--- config.mk ---
export PLATFORM = sky130hd
export DESIGN_NAME = sensor_debouncer
export DESIGN_NICKNAME = d
export VERILOG_FILES = /design/src/rtl/sdb_pkg.sv /design/src/rtl/db_channel.sv /design/src/rtl/sensor_debouncer.sv
export SDC_FILE = /design/constraint.sdc
export NUM_CORES = 1
export LEC_CHECK = 0
export CAP_MARGIN = 0
export CORE_ASPECT_RATIO = 1.5
export CORE_UTILIZATION = 57
export CTS_CLUSTER_DIAMETER = 40
export DETAILED_ROUTE_END_ITERATION = 7
export DONT_BUFFER_PORTS = 1
export PLACE_DENSITY = 0.72
export SYNTH_ARGS = -nofsm -noshare
export SYNTH_HDL_FRONTEND = slang
export SYNTH_SLANG_ARGS = --single-unit
--- constraint.sdc ---
create_clock -name clk -period 1.8 [get_ports clk]
set_input_delay 0.36 -clock clk [delete_from_list [all_inputs] [get_ports clk]]
set_output_delay 0.36 -clock clk [all_outputs]
set_load 0.1 [all_outputs]
--- src/rtl/sdb_pkg.sv ---
// sdb_pkg: shared state encoding and widths for the sensor debouncer (optional SDB_GLITCH_CNT_EN glitch counters)
package sdb_pkg;
  typedef enum logic [1:0] {
    ZERO  = 2'b00,
    WAIT1 = 2'b01,
    ONE   = 2'b10,
    WAIT0 = 2'b11
  } db_state_e;
  localparam int DEFAULT_CNT_W = 20;
  localparam int GLITCH_W = 8;
  // Debounced level is 1 in ONE and WAIT0, i.e. the state's upper bit
  function automatic logic level_of(input db_state_e s);
    return s[1];
  endfunction
endpackage

--- src/rtl/db_channel.sv ---
// db_channel: one channel's 2-FF synchroniser, stable-time debounce FSM and optional glitch counter (SDB_GLITCH_CNT_EN)
module db_channel
  import sdb_pkg::*;
#(
  parameter int CNT_W = DEFAULT_CNT_W
) (
  input  logic clk,
  input  logic reset,
  input  logic raw_in,
  output logic db_level,
  output logic rise_tick,
  output logic fall_tick
`ifdef SDB_GLITCH_CNT_EN
  ,
  output logic [GLITCH_W-1:0] glitch_cnt
`endif
);
  logic sync1_q, sync1_d, sync_out_q, sync_out_d;
  db_state_e state_q, state_d;
  logic [CNT_W-1:0] cnt_q, cnt_d;
  logic rise_q, rise_d, fall_q, fall_d;
  // Synchroniser feed: two flops in series before the FSM sees the input
  always_comb begin
    sync1_d = raw_in;
    sync_out_d = sync1_q;
  end
  // Debounce FSM: a WAIT state completes only after the counter drains with the input steady
  always_comb begin
    state_d = state_q;
    cnt_d = cnt_q;
    rise_d = 1'b0;
    fall_d = 1'b0;
    case (state_q)
      ZERO: if (sync_out_q) begin
        state_d = WAIT1;
        cnt_d = '1;
      end
      WAIT1: if (!sync_out_q) state_d = ZERO;
        else if (cnt_q != '0) cnt_d = cnt_q - 1'b1;
        else begin
          state_d = ONE;
          rise_d = 1'b1;
        end
      ONE: if (!sync_out_q) begin
        state_d = WAIT0;
        cnt_d = '1;
      end
      WAIT0: if (sync_out_q) state_d = ONE;
        else if (cnt_q != '0) cnt_d = cnt_q - 1'b1;
        else begin
          state_d = ZERO;
          fall_d = 1'b1;
        end
      default: state_d = ZERO;
    endcase
  end
  // State, counter, synchroniser and tick registers; reset clears everything at once
  always_ff @(posedge clk or posedge reset) begin
    if (reset) begin
      sync1_q <= 1'b0;
      sync_out_q <= 1'b0;
      state_q <= ZERO;
      cnt_q <= '0;
      rise_q <= 1'b0;
      fall_q <= 1'b0;
    end else begin
      sync1_q <= sync1_d;
      sync_out_q <= sync_out_d;
      state_q <= state_d;
      cnt_q <= cnt_d;
      rise_q <= rise_d;
      fall_q <= fall_d;
    end
  end
  assign db_level = level_of(state_q);
  assign rise_tick = rise_q;
  assign fall_tick = fall_q;
`ifdef SDB_GLITCH_CNT_EN
  logic abort;
  logic [GLITCH_W-1:0] glitch_q, glitch_d;
  // A wait aborted back to the previous stable state counts as one glitch, saturating at all-ones
  always_comb begin
    abort = (state_q == WAIT1 && !sync_out_q) || (state_q == WAIT0 && sync_out_q);
    glitch_d = (abort && glitch_q != '1) ? glitch_q + 1'b1 : glitch_q;
  end
  // Glitch counter register
  always_ff @(posedge clk or posedge reset) begin
    if (reset) glitch_q <= '0;
    else glitch_q <= glitch_d;
  end
  assign glitch_cnt = glitch_q;
`endif
endmodule

--- src/rtl/sensor_debouncer.sv ---
// sensor_debouncer: N_CH independent debounced sensor channels (optional SDB_GLITCH_CNT_EN adds glitch_cnt)
module sensor_debouncer
  import sdb_pkg::*;
#(
  parameter int N_CH = 2,
  parameter int CNT_W = DEFAULT_CNT_W
) (
  input  logic            clk,
  input  logic            reset,
  input  logic [N_CH-1:0] raw_in,
  output logic [N_CH-1:0] db_level,
  output logic [N_CH-1:0] rise_tick,
  output logic [N_CH-1:0] fall_tick
`ifdef SDB_GLITCH_CNT_EN
  ,
  output logic [GLITCH_W*N_CH-1:0] glitch_cnt
`endif
);
  for (genvar i = 0; i < N_CH; i++) begin : g_ch
    db_channel #(.CNT_W(CNT_W)) u_ch (
      .clk       (clk),
      .reset     (reset),
      .raw_in    (raw_in[i]),
      .db_level  (db_level[i]),
      .rise_tick (rise_tick[i]),
      .fall_tick (fall_tick[i])
`ifdef SDB_GLITCH_CNT_EN
      ,
      .glitch_cnt(glitch_cnt[GLITCH_W*i +: GLITCH_W])
`endif
    );
  end
endmodule

# ---- Word-level counts from Yosys, hierarchy flattened
# Cells that the tools add are included.
dict set report word_totals {
  regBits 52
  inputBits 4
  word_cells 76
}
dict set report op_classes {
  add_sub_neg 2
  n_eq_ne 18
  n_mux 36
  reduce_logical 8
}
# operator count
set ops {}
lappend ops {{$mux 20} 10}
lappend ops {{$pmux 20 s4} 2}
lappend ops {{$reduce_bool 20->1} 2}
lappend ops {{$sub 20x1->20 const B} 2}
lappend ops {{$mux 2} 12}
lappend ops {{$pmux 2 s4} 2}
lappend ops {{$reduce_and 4->1} 4}
lappend ops {{$mux 1} 10}
lappend ops {{$eq 2x2->1 const B} 4}
lappend ops {{$ne 2x1->1 const B} 4}
lappend ops {{$ne 2x2->1 const B} 4}
lappend ops {{$ne 3x2->1 const B} 2}
lappend ops {{$ne 3x3->1 const B} 2}
lappend ops {{$eq 2x1->1 const B} 2}
lappend ops {{$logic_not 2->1} 2}

# ---- Depth between registers and ports, before layout
# Gate-level depths: netlist of run 1.
dict set report depth {
  word_depth 4
  mapped_depth 9
}

# ---- Hierarchy
# From an unflattened synthesis of run 1, not the netlist that was laid out.
dict set report unflattened {
  hier_cells 284
  hier_area_um2 2722.6
}
# mod n_inst cells_each area_each_um2 seq_area_each_um2
set by_module_without_submodules {}
lappend by_module_without_submodules {db_channel 2 142 1361.3 650.6}

# ---- Least setup slack after synthesis of run 1
# OpenSTA, ideal clock, no wires.
dict set report synth_path {
  path_kind {register to register}
  start {register g_ch[0].u_ch.cnt_q[16]}
  end {register g_ch[0].u_ch.cnt_q[13]}
  setup_ps 137
  arrival_ps 1828
  setup_slack_ps -166
  path_stages_with_launch 7
  period_less_slack_ps 1966
  path_cell_list {dfrtp_1 > or3_4 > or4_4 > o21a_4 > buf_2 > a21oi_1 > a31oi_1}
}
dict set report synth_via {
  elab_chain_len 4
  elab_cells_between_ends 5
  classes_between {mux (4); reduce/logical (1)}
}
# item line
set synth_rtl {}
lappend synth_rtl {{from (decl)} db_channel.sv:20} ;# logic [CNT_W-1:0] cnt_q, cnt_d;
lappend synth_rtl {{from (signal assigned)} db_channel.sv:70} ;# cnt_q <= cnt_d;
lappend synth_rtl {{$reduce_bool 20->1 (*)} {db_channel.sv:39, db_channel.sv:49}}
lappend synth_rtl {{$mux 20 (*)} -}
lappend synth_rtl {{$mux 20, on equally long branches} -}
lappend synth_rtl {{$pmux 20 s4 (*)} -}
# Every way passes the cells marked *; elsewhere a longest branch is shown, timed or not. The select of a mux whose other input is x is not followed.
# A chain may end at the register's enable or synchronous reset.

# ---- Worst setup path in the final report of run 1
dict set report layout_path {
  start {register g_ch[0].u_ch.cnt_q[0]}
  end {register g_ch[0].u_ch.cnt_q[15]}
}
dict set report layout_via {
  elab_chain_len 4
  elab_cells_between_ends 6
  classes_between {add/sub (1); mux (4); reduce/logical (1)}
}
# item line
set layout_rtl {}
lappend layout_rtl {{$sub 20x1->20 / $reduce_bool 20->1 (equally long branches)} {db_channel.sv:39, db_channel.sv:49}}
lappend layout_rtl {{$mux 20 (*)} {db_channel.sv:39, db_channel.sv:49}}
lappend layout_rtl {{$mux 20, on equally long branches} {db_channel.sv:48, db_channel.sv:38}}
lappend layout_rtl {{$pmux 20 s4 (*)} db_channel.sv:33} ;# case (state_q)
# Marks and branches as above.

==> reports/results.txt, run 1 <==
Switching portion of total power: 30.1%
Crit path time final: 2.01 ns
Core Area: 4810 um2
Share of cells above drive strength 1: 48.7%
Syn-to-layout area delta: 48.9%
Post-Synth Simple-Gate Area: 28.6%
GR peak layer: met2
GRT Overall Usage: 29.3%
Mux cell area share after synthesis: 3.40%
CP Launch Type: flop
CP bufs+invs: 2
Clock power share: 28.9%
LEAKAGE: 1.72 nW
WP data arrival: 2.24 ns
Crit-path max FO: 6
EDFF count, synth: 0
Power consumption: 2.88 mW
Syn Area/Cell: 9.40 um2
Post-route setup slack: -0.206 ns
Final setup fails: 45
Seq/Total Area, Yosys: 46.0%
Slew @ Worst Pin: 0.568 ns
Met1 GRT Util: 31.0%
Internal Power: 2.01 mW
Max Root-Sink Buffers: 2
Worst path max stage delay: 0.42 ns
Fmax: 0.499 GHz
Net Switching: 0.867 mW
Root buffer cell: clkbuf_8
CP Class: reg -> reg
CP max stage cell: dfrtp_1
Slew Limit Fails: 0
Initial Util: 58.8%
Post-Synth Adder-Cell Area: 1.77%
Post-synthesis instance total: 301
Worst skew pair latency: 0.32 ns
H-tree depth: 2
Met3 Resource Use GR: 3.36%
Synth Area in Compound Gates: 12.5%
Mapped Area: 2830 um2
Hold WC Path Type: in -> reg
Status: finished with violations
Synth cell types: 52
Commonest non-fill, non-tap cell in the layout: buf_4
Post-route cell area: 4220 um2
Setup TNS: -4.97 ns
Clk_skew: 0.00954 ns
Critical Path, Cell by Cell: buf_4, nor4_1, buf_4, nand2_1, o41ai_1, a21oi_1, a31oi_1
Nets@finish: 399
Max-cap violation count: 0
First-pass GRT wire length: 11,400 um
Peak VDD IR: 0.651 mV
Total grt overflow: 0
N_diodes: 0
Layout fillers: 246
Final core utilization: 87.6%
Gpl congestion: 0.859
# DRC: 0
Detailed Place HPWL: 4650 um
RSZ-0062 raised after global routing: true
Post-detailed-route wirelength per cell: 18.4 um
Area after DPL: 3470 um2
Die H: 88.3 um
Final ANT Viol Nets: 0
Met2 Use GR: 53.5%
Data required, critical path: 2.04 ns
Yosys reg bits: 52
Synthesis Warnings: 0
TritonCTS buffer count: 5
Pin count of the biggest net entering global routing: 35
Die W: 59.5 um
Drt total wl: 8450 um
Syn_nets: 309
Failing checks: setup timing
Area of the multi-input gates: 1880 um2
Site row count: 31
Logic pwr share: 23.5%
Worst-path clk slew: 0.10 ns
Critical path's top delay family: compound AO/OA/AOI/OAI gates
Initial antenna violation count: 0
Vias: 2,777
Ports: 10
Flop pwr share: 47.6%
Clk sinks: 52
Most used cell, CP: buf_4
Input/output buffers: 0
Final cell count without fillers: 458
Pwr Density: 683 nW/um2
Drt pass-1 iters: 4
Post-synthesis xor/xnor area fraction: 3.40%
Critical Path End Type: flop
Commonest cells after routing, fill and taps aside: 80 x buf_4, 50 x dfrtp_1, 22 x a21oi_1, 20 x nand2_1, 20 x nor2_1
CTS tree: built
Slew margin rel.: 61.8%
Placed instance count: 432
Via/cell ratio: 6.06
Die Footprint: 5260 um2
Final hold violations: 0
Fin crit share: 111%
Largest family of logic cells by synthesized area: simple AND/OR/NAND/NOR gates
FF/Latch Area: 1300 um2
Ys async rst share: 100%
First DRT Iteration DRCs: 154
Dominant synthesized flop cell: dfrtp_1
Vias in the first global route: 2,608
cells in the mapped netlist, types with 3 or more instances:
cell      count  area share [%]
ha_1          4             1.8
and3_1        3            0.66
mux2i_1       7             2.5
nor2_1       37             4.9
nor3_1       14             2.5
clkbuf_1      5            0.66
nand2_1      22             2.9
xnor2_1       9             2.8
a21oi_1      26             4.6
nor3b_1      11             2.9
o31ai_1       4             1.1
a31o_2        3            0.93
nand3_1       9             1.6
inv_1         6            0.80
or3_1         6             1.3
a31oi_1       6             1.3
dfrtp_1      52              46
nand4_1       5             1.1
nor4_1       12             2.7
o21ai_0       8             1.4
nand3b_1      3            0.80
buf_4         6             1.6
or2_2         3            0.66
registers in the layout, summed over array words and instances (netlist names), named ones only:
register	flops
g_ch.u_ch.rise_tick	2
g_ch.u_ch.cnt_q	40
g_ch.u_ch.fall_tick	2
g_ch.u_ch.state_q	2
g_ch.u_ch.sync_out_q	2
g_ch.u_ch.sync1_q	2
stage by stage:
stage,worst slack (ns),hold WS (ns)
floorplan,-0.111,0.331
global placement,-0.157,0.264
detailed placement,-0.200,0.273
CTS,-0.177,0.0571
global route,-0.360,0.0464
finish,-0.206,0.0596
cell type report:
type,count,area share (%)
repair buffers,95,18.6
repair inverters,1,0.267
multi-input cells,229,44.7
clock buffers,5,1.63
well taps,66,1.96
clock inverters,3,1.10
flip-flops and latches,52,30.9
inverters,7,0.801
kinds of logic after synthesis:
kind of cell / count (synthesis)
compound gates: 58
xor+xnor: 11
fa+ha+maj: 4
buf+inv: 22
flops: 52
mux: 9
simple gates: 145
metal layers:
metal | part of all wire [%] | vias up | routed length, um
met2 | 57 | 82 | 4820
met1 | 35 | 1391 | 2990
met3 | 3.0 | 33 | 252
li1 | - | 1271 | -
met4 | 4.6 | 0 | 388
met5 | 0 | - | 0
repair_timing:
item / in CTS / in global routing
setup buffers: 5 / 9
hold endpoints to repair: 18 / 0
pin swaps: 16 / 18
gates cloned: 3 / 0
setup endpoints to repair: 46 / 47
hold buffers: 1 / 0
resized for setup: 43 / 70
power groups by stage:
stage	combinational [mW]	sequential (mW)	clock, mW
6_report	0.677	1.37	0.832
5_1_grt	0.730	1.38	0.891
4_1_cts	0.584	1.36	0.844
3_5_place_dp	0.529	1.38	0
3_3_place_gp	0.514	1.37	0
2_1_floorplan	0.242	1.41	0
worst paths after layout:
path / to / startpoint / slack [ns] / cells after the start
max in group asynchronous: g_ch[1].u_ch.cnt_q[11]$_DFFE_PP0P_ / reset / 0.75 / 3
min in group asynchronous: g_ch[0].u_ch.cnt_q[5]$_DFFE_PP0P_ / reset / 0.50 / 2
max: g_ch[0].u_ch.cnt_q[15]$_DFFE_PP0P_ / g_ch[0].u_ch.cnt_q[0]$_DFFE_PP0P_ / -0.21 / 7
min reg2reg: g_ch[0].u_ch.sync_out_q$_DFF_PP0_ / g_ch[0].u_ch.sync1_q$_DFF_PP0_ / 0.36 / 0
max reg2reg: g_ch[0].u_ch.cnt_q[15]$_DFFE_PP0P_ / g_ch[0].u_ch.cnt_q[0]$_DFFE_PP0P_ / -0.21 / 7
min: g_ch[0].u_ch.sync1_q$_DFF_PP0_ / raw_in[0] / 0.06 / 0
No activity file was read; power rests on OpenSTA's default activity.
==> inputs of run 2 (changes only) <==
- ABC_AREA: unset -> 1
- CORE_UTILIZATION: 57 -> 58
- GPL_ROUTABILITY_DRIVEN: unset -> 0
- PLACE_DENSITY: 0.72 -> 0.73
- RECOVER_POWER: unset -> 50
==> reports/results.txt, run 2 <==
Status: completed (was finished with violations)
Worst-path clk slew: 0.10 ns (about the same)
Vias: 2,750 (was 2,777)
Synth cell types: 24 (was 52)
Final ANT Viol Nets: 0 (unchanged)
Post-CTS Setup Inserts: 0 (was 5)
Slew @ Worst Pin: 0.637 ns (was 0.568 ns)
CP Class: reg -> reg (unchanged)
Hold WC Path Type: in -> reg (unchanged)
RSZ-0062 raised after global routing: true (unchanged)
Max-cap violation count: 0 (unchanged)
Most frequent cell after synthesis: nand2_1 (was dfrtp_1)
N_diodes: 0 (unchanged)
First DRT Iteration DRCs: 123 (was 154)
Syn-to-layout area delta: 7.00% (was 48.9%)
Drt pass-1 iters: 4 (unchanged)
Slew margin rel.: 57.6% (was 61.8%)
Top reg by flops: g_ch.u_ch.cnt_q (unchanged)
Core Area: 5250 um2 (was 4810 um2)
Via/cell ratio: 5.21 (was 6.06)
CP max stage cell: dfrtp_1 (unchanged)
Syn_nets: 455 (was 309)
GRT Overall Usage: 25.8% (was 29.3%)
Post-synthesis instance total: 447 (was 301)
Vias in the first global route: 2,686 (was 2,608)
Clk sinks: 52 (unchanged)
Share of cells above drive strength 1: 15.2% (was 48.7%)
Worst hold start: raw_in[0] (unchanged)
Commonest non-fill, non-tap cell in the layout: nand2_1 (was buf_4)
Crit-path max FO: 34 (was 6)
Clk_skew: 0.00676 ns (was 0.00954 ns)
Mapped Area: 3230 um2 (was 2830 um2)
TritonCTS buffer count: 5 (unchanged)
Max Root-Sink Buffers: 2 (unchanged)
Pin count of the biggest net entering global routing: 35 (unchanged)
Data required, critical path: 2.01 ns (was 2.04 ns)
Die Footprint: 5890 um2 (was 5260 um2)
H-tree depth: 2 (unchanged)
Syn Area/Cell: 7.24 um2 (was 9.40 um2)
Top cells by count, synth: 134 x nand2_1, 63 x nor2_1, 52 x dfrtp_1, 52 x nand3_1, 50 x inv_1 (was 52 x dfrtp_1, 37 x nor2_1, 26 x a21oi_1, 22 x nand2_1, 14 x nor3_1)
Commonest cells after routing, fill and taps aside: 134 x nand2_1, 61 x nor2_1, 52 x nand3_1, 52 x dfrtp_1, 48 x inv_1 (was 80 x buf_4, 50 x dfrtp_1, 22 x a21oi_1, 20 x nand2_1, 20 x nor2_1)
Setup TNS: 0 ns (was -4.97 ns)
Post-synth top area cell: dfrtp_1 (unchanged)
Die H: 93.5 um (was 88.3 um)
Peak VDD IR: 0.591 mV (was 0.651 mV)
Final hold violations: 0 (unchanged)
Fmax: 0.600 GHz (was 0.499 GHz)
Hold Slack: 0.0600 ns (was 0.0596 ns)
# DRC: 0 (unchanged)
Reg2reg end: g_ch[1].u_ch.cnt_q[4]$_DFFE_PP0P_ (was g_ch[0].u_ch.cnt_q[15]$_DFFE_PP0P_)
Crit path launch: g_ch[1].u_ch.cnt_q[0]$_DFFE_PP0P_ (was g_ch[0].u_ch.cnt_q[0]$_DFFE_PP0P_)
Worst path max stage delay: 0.45 ns (was 0.42 ns)
Dominant synthesized flop cell: dfrtp_1 (unchanged)
Final setup fails: 0 (was 45)
Worst Hold Depth: 0 (unchanged)
Ports: 10 (unchanged)
Post-detailed-route wirelength per cell: 12.9 um (was 18.4 um)
First-pass GRT wire length: 11,700 um (was 11,400 um)
CTS tree: built (unchanged)
Site row count: 32 (was 31)
Worst skew pair latency: 0.31 ns (was 0.32 ns)
Yosys reg bits: 52 (unchanged)
R2R depth: 9 (was 7)
Top cell type's share of synthesized area: 40.2% (was 46.0%)
Nets@finish: 467 (was 399)
WHS Endpoint: g_ch[0].u_ch.sync1_q$_DFF_PP0_ (unchanged)
LEAKAGE: 1.69 nW (was 1.72 nW)
WP data arrival: 1.88 ns (was 2.24 ns)
Post-route cell area: 3460 um2 (was 4220 um2)
Critical Path, Cell by Cell: inv_2, ha_1, nand2_1, nor3_2, nand3_2, nand2_4, inv_6, o21ai_0, o21ai_2 (was buf_4, nor4_1, buf_4, nand2_1, o41ai_1, a21oi_1, a31oi_1)
Drt total wl: 6790 um (was 8450 um)
Synthesis Warnings: 0 (unchanged)
Input/output buffers: 0 (unchanged)
CP Launch Type: flop (unchanged)
Seq/Total Area, Yosys: 40.2% (was 46.0%)
Critical Path End Type: flop (unchanged)
Synth area leaders: dfrtp_1 40%, nand2_1 16%, nand3_1 8.0%, nor2_1 7.3%, o21ai_2 6.8% (was dfrtp_1 46%, nor2_1 4.9%, a21oi_1 4.6%, nand2_1 2.9%, nor3b_1 2.9%)
Area after DPL: 3340 um2 (was 3470 um2)
Pwr Density: 747 nW/um2 (was 683 nW/um2)
Die W: 63.0 um (was 59.5 um)
Slew Limit Fails: 0 (unchanged)
Initial Util: 61.7% (was 58.8%)
Worst R2R Start: g_ch[1].u_ch.cnt_q[0]$_DFFE_PP0P_ (was g_ch[0].u_ch.cnt_q[0]$_DFFE_PP0P_)
Root buffer cell: clkbuf_8 (unchanged)
Max FFs per register: 40 (unchanged)
Reg2reg setup slack: 0.13 ns (was -0.21 ns)
Crit path time final: 1.67 ns (was 2.01 ns)
Initial antenna violation count: 0 (unchanged)
Ys async rst share: 100% (unchanged)
EDFF count, synth: 0 (unchanged)
Detailed Place HPWL: 5140 um (was 4650 um)
Power consumption: 2.58 mW (was 2.88 mW)
Fin crit share: 92.6% (was 111%)
Total grt overflow: 0 (unchanged)
## run 2: cell types whose count changed after synthesis, sizes merged, moves of 6 or more
| cell | previous run | this run |
|---|---|---|
| a31oi | 6 | 0 |
| nor3b | 11 | 0 |
| nand2 | 22 | 136 |
| xnor2 | 9 | 0 |
| nor4 | 13 | 0 |
| nor2 | 37 | 68 |
| nand3 | 9 | 54 |
| xor2 | 2 | 11 |
| nor3 | 16 | 3 |
| a21oi | 26 | 2 |
| mux2i | 7 | 0 |
| o21ai | 10 | 38 |
| inv | 7 | 53 |
| or3 | 7 | 0 |
## run 2: cells by family (layout without fill, tap and decap cells)
family,after synthesis,after routing,synth area share (%)
compound gates,40,40,9.09
xor+xnor,11,11,2.98
fa+ha+maj,4,4,1.55
buf+inv,69,82,10.3
flops,52,52,40.2
simple gates,271,271,35.8
## run 2: cell type report
cell class / count / area, um2
clock buffer: 5 / 68.8
clock inverter: 3 / 27.5
fill: 491 / 1780
inverter: 53 / 209
multi-input combinational: 326 / 1610
sequential: 52 / 1300
tap: 68 / 85.1
timing repair buffer: 21 / 155
## run 2: where the power goes
part | switching, mW | internal [mW] | total (mW)
registers | 0.114 | 1.27 | 1.38
clock network | 0.431 | 0.286 | 0.717
logic | 0.314 | 0.172 | 0.486
total | 0.859 | 1.73 | 2.58
## run 2: how the worst max path moves through the flow
stage | to | slack [ns] | cells after the start
after floorplan | async pin | 0.18 | 1
after global placement | g_ch[1].u_ch.cnt_q[4]$_DFFE_PP0P_ | 0.04 | 9
after detailed placement | g_ch[1].u_ch.cnt_q[4]$_DFFE_PP0P_ | 0.01 | 9
after CTS | g_ch[0].u_ch.cnt_q[0]$_DFFE_PP0P_ | 0.02 | 11
after global routing | g_ch[0].u_ch.cnt_q[0]$_DFFE_PP0P_ | -0.005 | 11
final | g_ch[1].u_ch.cnt_q[4]$_DFFE_PP0P_ | 0.13 | 9
## run 2: critical path: cells and delay by family (launching register included)
family                     cells  cell delay [ns]
and+or+nand+nor                4             0.47
buffers and inverters          2             0.25
AOI/OAI and AO/OA              2             0.20
adders and majority gates      1             0.17
DFF                            1             0.45
## run 2: timing repair
item	in CTS	in global routing
hold buffers	1	0
resized for setup	1	9
hold endpoints to repair	7	0
setup endpoints to repair	1	39
## run 2: metrics by stage
| stage | std cells | worst slack [ns] | util (%) |
|---|---|---|---|
| floorplan | 447 | 0.182 | - |
| global placement | 519 | 0.0436 | 63.7 |
| detailed placement | 519 | 0.0142 | 63.7 |
| CTS | 528 | 0.0164 | 65.7 |
| global route | 528 | -0.00485 | 66.0 |
| finish | 528 | 0.132 | 66.0 |
## run 2: layer usage
| layer | global-route usage, % | up-vias | wire (um) |
|---|---|---|---|
| met1 | 25.7 | 1269 | 2580 |
| met5 | 0 | - | 0 |
| met4 | 13.6 | 0 | 236 |
| met3 | 4.15 | 19 | 152 |
| li1 | - | 1422 | - |
| met2 | 49.8 | 40 | 3830 |
